### config.mk
export PLATFORM = sky130hd
export DESIGN_NAME = instr_sequencer_flat
export DESIGN_NICKNAME = d
export VERILOG_FILES = /design/src/rtl/instr_sequencer_if.sv /design/src/rtl/instr_sequencer.sv /design/src/flat_wrapper.sv
export SDC_FILE = /design/constraint.sdc
export NUM_CORES = 1
export LEC_CHECK = 0
export CELL_PAD_IN_SITES_DETAIL_PLACEMENT = 1
export CELL_PAD_IN_SITES_GLOBAL_PLACEMENT = 2
export CORE_ASPECT_RATIO = 1.4
export CORE_MARGIN = 2
export CORE_UTILIZATION = 27
export CTS_CLUSTER_SIZE = 40
export DETAILED_ROUTE_END_ITERATION = 8
export HOLD_SLACK_MARGIN = 0.06
export PLACE_DENSITY_LB_ADDON = 0.1
export SLEW_MARGIN = 20
export SYNTH_ARGS = -nofsm -noshare
export SYNTH_HDL_FRONTEND = slang
export SYNTH_SLANG_ARGS = --single-unit
### constraint.sdc
create_clock -name clk -period 3.3 [get_ports clk]
set_input_delay 0.66 -clock clk [delete_from_list [all_inputs] [get_ports clk]]
set_output_delay 0.66 -clock clk [all_outputs]
set_load 0.03 [all_outputs]
### src/rtl/instr_sequencer_if.sv
// Instruction-memory fetch handshake between the sequencer (master) and the memory (slave).
interface instr_sequencer_if #(
  parameter int unsigned PC_W = 8
) ();
  logic            imem_req;
  logic [PC_W-1:0] imem_addr;
  logic [15:0]     imem_rdata;
  logic            imem_valid;

  modport master (
    output imem_req,
    output imem_addr,
    input  imem_rdata,
    input  imem_valid
  );

  modport slave (
    input  imem_req,
    input  imem_addr,
    output imem_rdata,
    output imem_valid
  );
endinterface

### src/rtl/instr_sequencer.sv
// Fetch/decode/sequencing front end: fetches 16-bit instructions, decodes register fields,
// strobes execute/writeback and resolves jumps, conditional branches and halt locally.
module instr_sequencer #(
  parameter int unsigned PC_W        = 8,
  parameter int unsigned EXEC_CYCLES = 1
) (
  input  logic                clk,
  input  logic                rst_n,
  instr_sequencer_if.master   imem,
  input  logic [15:0]         sr,
  output logic [3:0]          op_code,
  output logic [2:0]          rd_index,
  output logic [2:0]          rs_index,
  output logic [2:0]          rt_index,
  output logic [2:0]          shamt,
  output logic [5:0]          constant,
  output logic                exec_en,
  output logic                wb_en,
  output logic [PC_W-1:0]     pc,
  output logic                halted
);

  localparam int unsigned CntW = (EXEC_CYCLES > 1) ? $clog2(EXEC_CYCLES) : 1;

  typedef enum logic [2:0] {StFetch, StDecode, StExec, StWb, StHalt} state_e;

  state_e          state_q, state_d;
  logic [PC_W-1:0] pc_q, pc_d;
  logic [15:0]     ir_q, ir_d;
  logic [3:0]      op_code_q, op_code_d;
  logic [2:0]      rd_q, rd_d, rs_q, rs_d, rt_q, rt_d, shamt_q, shamt_d;
  logic [5:0]      constant_q, constant_d;
  logic [CntW-1:0] cnt_q, cnt_d;
  logic            halted_q, halted_d;
  logic            fetch_req;

  logic            ir_rtype, ir_itype, ir_jtype;
  logic [PC_W+11:0] target_ext;
  logic [PC_W-1:0] jmp_target, pc_inc;
  logic            unused_sr;

  assign ir_rtype   = ~ir_q[15];
  assign ir_itype   = (ir_q[15:14] == 2'b10);
  assign ir_jtype   = (ir_q[15:14] == 2'b11);
  assign target_ext = {{PC_W{1'b0}}, ir_q[11:0]};
  assign jmp_target = target_ext[PC_W-1:0];
  assign pc_inc     = pc_q + PC_W'(1);
  assign unused_sr  = ^{sr[15:4], sr[1:0]};

  always_comb begin
    state_d    = state_q;
    pc_d       = pc_q;
    ir_d       = ir_q;
    op_code_d  = op_code_q;
    rd_d       = rd_q;
    rs_d       = rs_q;
    rt_d       = rt_q;
    shamt_d    = shamt_q;
    constant_d = constant_q;
    cnt_d      = cnt_q;
    halted_d   = halted_q;
    fetch_req  = 1'b0;
    exec_en    = 1'b0;
    wb_en      = 1'b0;

    unique case (state_q)
      StFetch: begin
        fetch_req = 1'b1;
        if (imem.imem_valid) begin
          ir_d    = imem.imem_rdata;
          state_d = StDecode;
        end
      end
      StDecode: begin
        op_code_d  = ir_q[15:12];
        rd_d       = ir_jtype ? 3'd0 : ir_q[11:9];
        rs_d       = ir_jtype ? 3'd0 : ir_q[8:6];
        rt_d       = ir_rtype ? ir_q[5:3] : 3'd0;
        shamt_d    = ir_rtype ? ir_q[2:0] : 3'd0;
        constant_d = ir_itype ? ir_q[5:0] : 6'd0;
        if (ir_q[15:12] == 4'hF) begin
          halted_d = 1'b1;
          state_d  = StHalt;
        end else begin
          cnt_d   = CntW'(EXEC_CYCLES - 1);
          state_d = StExec;
        end
      end
      StExec: begin
        exec_en = 1'b1;
        if (cnt_q == '0) begin
          state_d = StWb;
        end else begin
          cnt_d = cnt_q - CntW'(1);
        end
      end
      StWb: begin
        wb_en   = ~op_code_q[3] | ~op_code_q[2];
        state_d = StFetch;
        case (op_code_q)
          4'hC:    pc_d = jmp_target;
          4'hD:    pc_d = sr[3] ? jmp_target : pc_inc;
          4'hE:    pc_d = sr[2] ? jmp_target : pc_inc;
          default: pc_d = pc_inc;
        endcase
      end
      StHalt: ;
      default: state_d = StFetch;
    endcase
  end

  always_ff @(posedge clk) begin
    if (!rst_n) begin
      state_q    <= StFetch;
      pc_q       <= '0;
      ir_q       <= '0;
      op_code_q  <= '0;
      rd_q       <= '0;
      rs_q       <= '0;
      rt_q       <= '0;
      shamt_q    <= '0;
      constant_q <= '0;
      cnt_q      <= '0;
      halted_q   <= 1'b0;
    end else begin
      state_q    <= state_d;
      pc_q       <= pc_d;
      ir_q       <= ir_d;
      op_code_q  <= op_code_d;
      rd_q       <= rd_d;
      rs_q       <= rs_d;
      rt_q       <= rt_d;
      shamt_q    <= shamt_d;
      constant_q <= constant_d;
      cnt_q      <= cnt_d;
      halted_q   <= halted_d;
    end
  end

  // The state register already reads FETCH while reset is held; keep the request quiet until
  // reset is released.
  assign imem.imem_req  = fetch_req & rst_n;
  assign imem.imem_addr = pc_q;

  assign op_code  = op_code_q;
  assign rd_index = rd_q;
  assign rs_index = rs_q;
  assign rt_index = rt_q;
  assign shamt    = shamt_q;
  assign constant = constant_q;
  assign pc       = pc_q;
  assign halted   = halted_q;

endmodule

### src/flat_wrapper.sv
// flat-port wrapper written by rule: the top's interface ports become plain ports
module instr_sequencer_flat 
#(
  parameter int unsigned PC_W        = 8,
  parameter int unsigned EXEC_CYCLES = 1
)
  (clk, rst_n, sr, op_code, rd_index, rs_index, rt_index, shamt, constant, exec_en, wb_en, pc, halted, imem_imem_req, imem_imem_addr, imem_imem_rdata, imem_imem_valid);
  instr_sequencer_if #(.PC_W(PC_W)) imem_i ();
  input  logic clk;
  input  logic rst_n;
  input  logic [15:0] sr;
  output logic [3:0] op_code;
  output logic [2:0] rd_index;
  output logic [2:0] rs_index;
  output logic [2:0] rt_index;
  output logic [2:0] shamt;
  output logic [5:0] constant;
  output logic exec_en;
  output logic wb_en;
  output logic [PC_W-1:0] pc;
  output logic halted;
  output wire logic [$bits(imem_i.imem_req)-1:0] imem_imem_req;
  output wire logic [$bits(imem_i.imem_addr)-1:0] imem_imem_addr;
  input wire logic [$bits(imem_i.imem_rdata)-1:0] imem_imem_rdata;
  input wire logic [$bits(imem_i.imem_valid)-1:0] imem_imem_valid;
  assign imem_imem_req = imem_i.imem_req;
  assign imem_imem_addr = imem_i.imem_addr;
  assign imem_i.imem_rdata = imem_imem_rdata;
  assign imem_i.imem_valid = imem_imem_valid;
  instr_sequencer #(.PC_W(PC_W), .EXEC_CYCLES(EXEC_CYCLES)) u_core (.clk(clk), .rst_n(rst_n), .imem(imem_i), .sr(sr), .op_code(op_code), .rd_index(rd_index), .rs_index(rs_index), .rt_index(rt_index), .shamt(shamt), .constant(constant), .exec_en(exec_en), .wb_en(wb_en), .pc(pc), .halted(halted));
endmodule
==> results.md <==
- Status: completed
- Post-CTS Hold Fix Bufs: 0
- Worst Path Class, Setup: input pin to primary output
- Share of layout cells above drive strength 1: 0.0470
- RSZ-0062 raised after global routing: false
- Grt met3 use: 0.0269
- CTS tree: built
- PwrDens: 459 mW/mm^2
- Clock H-tree levels: 2
- Max-Cap Viols: 0
- Met1 Use GR: 0.192
- Flops & latches, synth: 50
- DP Area: 0.00279 sq mm
- Crit-path slowest cell: clkdlybuf4s50_1
- # diodes: 0
- GPL Wtd Cong: 0.743
- Post CTS Setup Buffer Count: 0
- Most frequent CP cell: clkdlybuf4s50_1
- DRT antenna net count: 0
- Main synth FF type: dfxtp_1
- Number of buffers added on ports: just over 60
- Worst hold path type: register to register
- CTS Root Buffer Type: clkbuf_8
- Fin nets: between 300 and 400
- DRC: 0
- Grt total ovfl: 0
- Synth unique cells: 33
- Post-synth EDFFs: 0
- Yosys warns: 0
- Clock skew: 0.00393 ns
- Syn_nets: 309
- CP required: 2.64 ns
- DRT iter0 DRCs: 61
- Hold WS: 0.458 ns
- Mapped Area: 0.00220 sq mm
- GRT Util Overall: 0.148
- Slew Viols, Final: 0
- Final Cell Area: ~0.0029 sq mm
- Final HPWL DP: 4.43 mm
- Final setup violating endpoints: 0
- Vias: 2053
- Post-CTS sizing: 0
- Die Ht: approximately 110 um
- Setup TNS: 0 ns
- Worst-path fanout max: 5
- Pleak: slightly below 1 nW
- Average cell area after synthesis: 8.04 sq um
- Die area: around 0.0089 sq mm
- Slew @ Worst Pin: 0.915 ns
- Final Cycle Share: 0.864
- Pre-CTS WS: 0.454 ns
- Area of the multi-input gates: 0.00102 sq mm
- Crit-path cells: clkdlybuf4s50_1, nand2b_1, nor3_1, clkdlybuf4s50_1
- Initial antenna violation count: 0
- Final wirelength: between 6 and 7 mm
- Clock transition at path regs: 0.09 ns
- Async set-reset flop share out of synthesis: 0
- GRT busiest layer: met2
- Clk buf depth: 2
- Std-Cell Rows: 38
- Worst Setup End Kind: primary output
- Clock Latency Late Sink: 0.30 ns
- Crit-path max cell delay: approximately 0.70 ns
- Crit path max-delay family: buffers and inverters
- Die Wd: approximately 80 um
- Worst-case vdd ir drop: 0.000180 V
- Buffer and inverter count on the worst path: 2
- CTS Buf Count: 5
- Mapped Cells: 273
- Largest net degree at the start of global routing: 47
- Met2 global-route usage: 0.245
- Area Growth Syn to Fin: 32.4%
- TritonRoute pass-1 iters: 4
- Worst slew margin: 0.390
- Reg area: 0.00100 sq mm
- Io pins: 77
- FILL cells: 938
- Initial Util: 0.280
- Final WS setup: 0.450 ns
- Worst Path Arrival: 2.19 ns
- Tmin final: 2.85 ns
- First-pass GRT wire length: 10.4 mm
- Vias in the first global route: 1989
- Post-DR vias/cell: 4.90
- # clock sinks: 50
- F_max: roughly 0.35 GHz
- Seq/Total Area, Yosys: 0.456
- Core Area: ~0.0078 sq mm
- Final Hold Viols: 0
- WL per Instance: 15.2 um
- Setup crit start kind: input pin
-- cell families after synthesis --
| kind of cell | after synthesis | synth area share |
|---|---|---|
| adders and majority gates | 1 | 0.00570 |
| and+or+nand+nor | 130 | 0.299 |
| DFF | 50 | 0.456 |
| AOI/OAI and AO/OA | 64 | 0.161 |
| buffers and inverters | 28 | 0.0792 |
-- layer usage --
| metal | vias to the layer above | part of all wire |
|---|---|---|
| met4 | 0 | 0.018 |
| met1 | 975 | 0.47 |
| met3 | 8 | 0.033 |
| met2 | 43 | 0.48 |
| li1 | 1027 | - |
| met5 | - | 0 |
-- sequential cells by signal (all words and copies together) (netlist names) --
signal,cells
u_core.constant,6
u_core.imem.imem_addr,8
u_core.ir_q,16
u_core.rs_index,3
u_core.halted,1
u_core.shamt,3
u_core.op_code,4
u_core.rd_index,3
u_core.rt_index,3
u_core.state_q,3
-- cells in the mapped netlist, types with 5 or more instances --
library cell   n  share of area
nand3_1       15          0.034
a31oi_1        8          0.023
o22ai_1        7          0.020
nor3_1         6          0.014
nand4_1        9          0.026
buf_4          9          0.031
dfxtp_1       50           0.46
nand3b_1       6          0.021
clkbuf_1       5         0.0085
a21oi_1       40          0.091
nand2_1       69           0.12
buf_2          7          0.016
nor2_1         5         0.0085
-- cells in the final DEF (no fill, tap or decap), drive strengths merged --
master / n
nand2b: 2
dfxtp: 50
bufinv: 1
o21ai: 4
o22a: 1
clkbuf: 6
ha: 1
nand4: 9
clkdlybuf4s50: 62
and2: 3
nor3b: 2
inv: 3
nor2b: 4
a31oi: 8
nor2: 5
nor3: 7
o21a: 4
nor4b: 1
nand2: 70
a21oi: 40
o22ai: 7
nand3b: 7
nand3: 15
buf: 2
and2b: 1
or4b: 1
nor4: 3
-- metrics by stage --
stage	power [mW]	cells	util
after global placement	0.908	412	0.356
after global routing	1.40	419	0.370
after floorplan	0.826	273	-
final	1.34	419	0.370
after CTS	1.36	419	0.370
after detailed placement	0.911	412	0.356
-- cell type report --
| cell class | count | area share |
|---|---|---|
| multi-input combinational | 195 | 0.351 |
| sequential | 50 | 0.344 |
| timing repair buffer | 64 | 0.219 |
| tap | 100 | 0.0430 |
| clock buffer | 6 | 0.0284 |
| clock inverter | 1 | 0.0103 |
| inverter | 3 | 0.00387 |
-- worst register-to-register path, cell delays in order, from the launching register on --
cell      delay [ns]
dfxtp_1         0.60
nor2b_1         0.23
nand2b_1        0.50
nand2_1         0.24
a21oi_1         0.09
-- worst paths after layout --
check / startpoint / to / slack, ns / depth (start not counted)
worst max-delay path: rst_n / imem_imem_req / 0.45 / 4
worst min-delay path: u_core.rd_index[1] / u_core.rd_index[1] / 0.46 / 2
worst max register to register: u_core.state_q[0] / u_core.shamt[0] / 1.50 / 4
worst min register to register: u_core.rd_index[1] / u_core.rd_index[1] / 0.46 / 2
-- power breakdown --
group          internal, mW  leakage [nW]  switching [mW]
sequential            0.631         0.407          0.0393
combinational        0.0955         0.516           0.126
clock                 0.243        0.0573           0.201
total                 0.970         0.980           0.366
(Power assumes the default switching activity.)
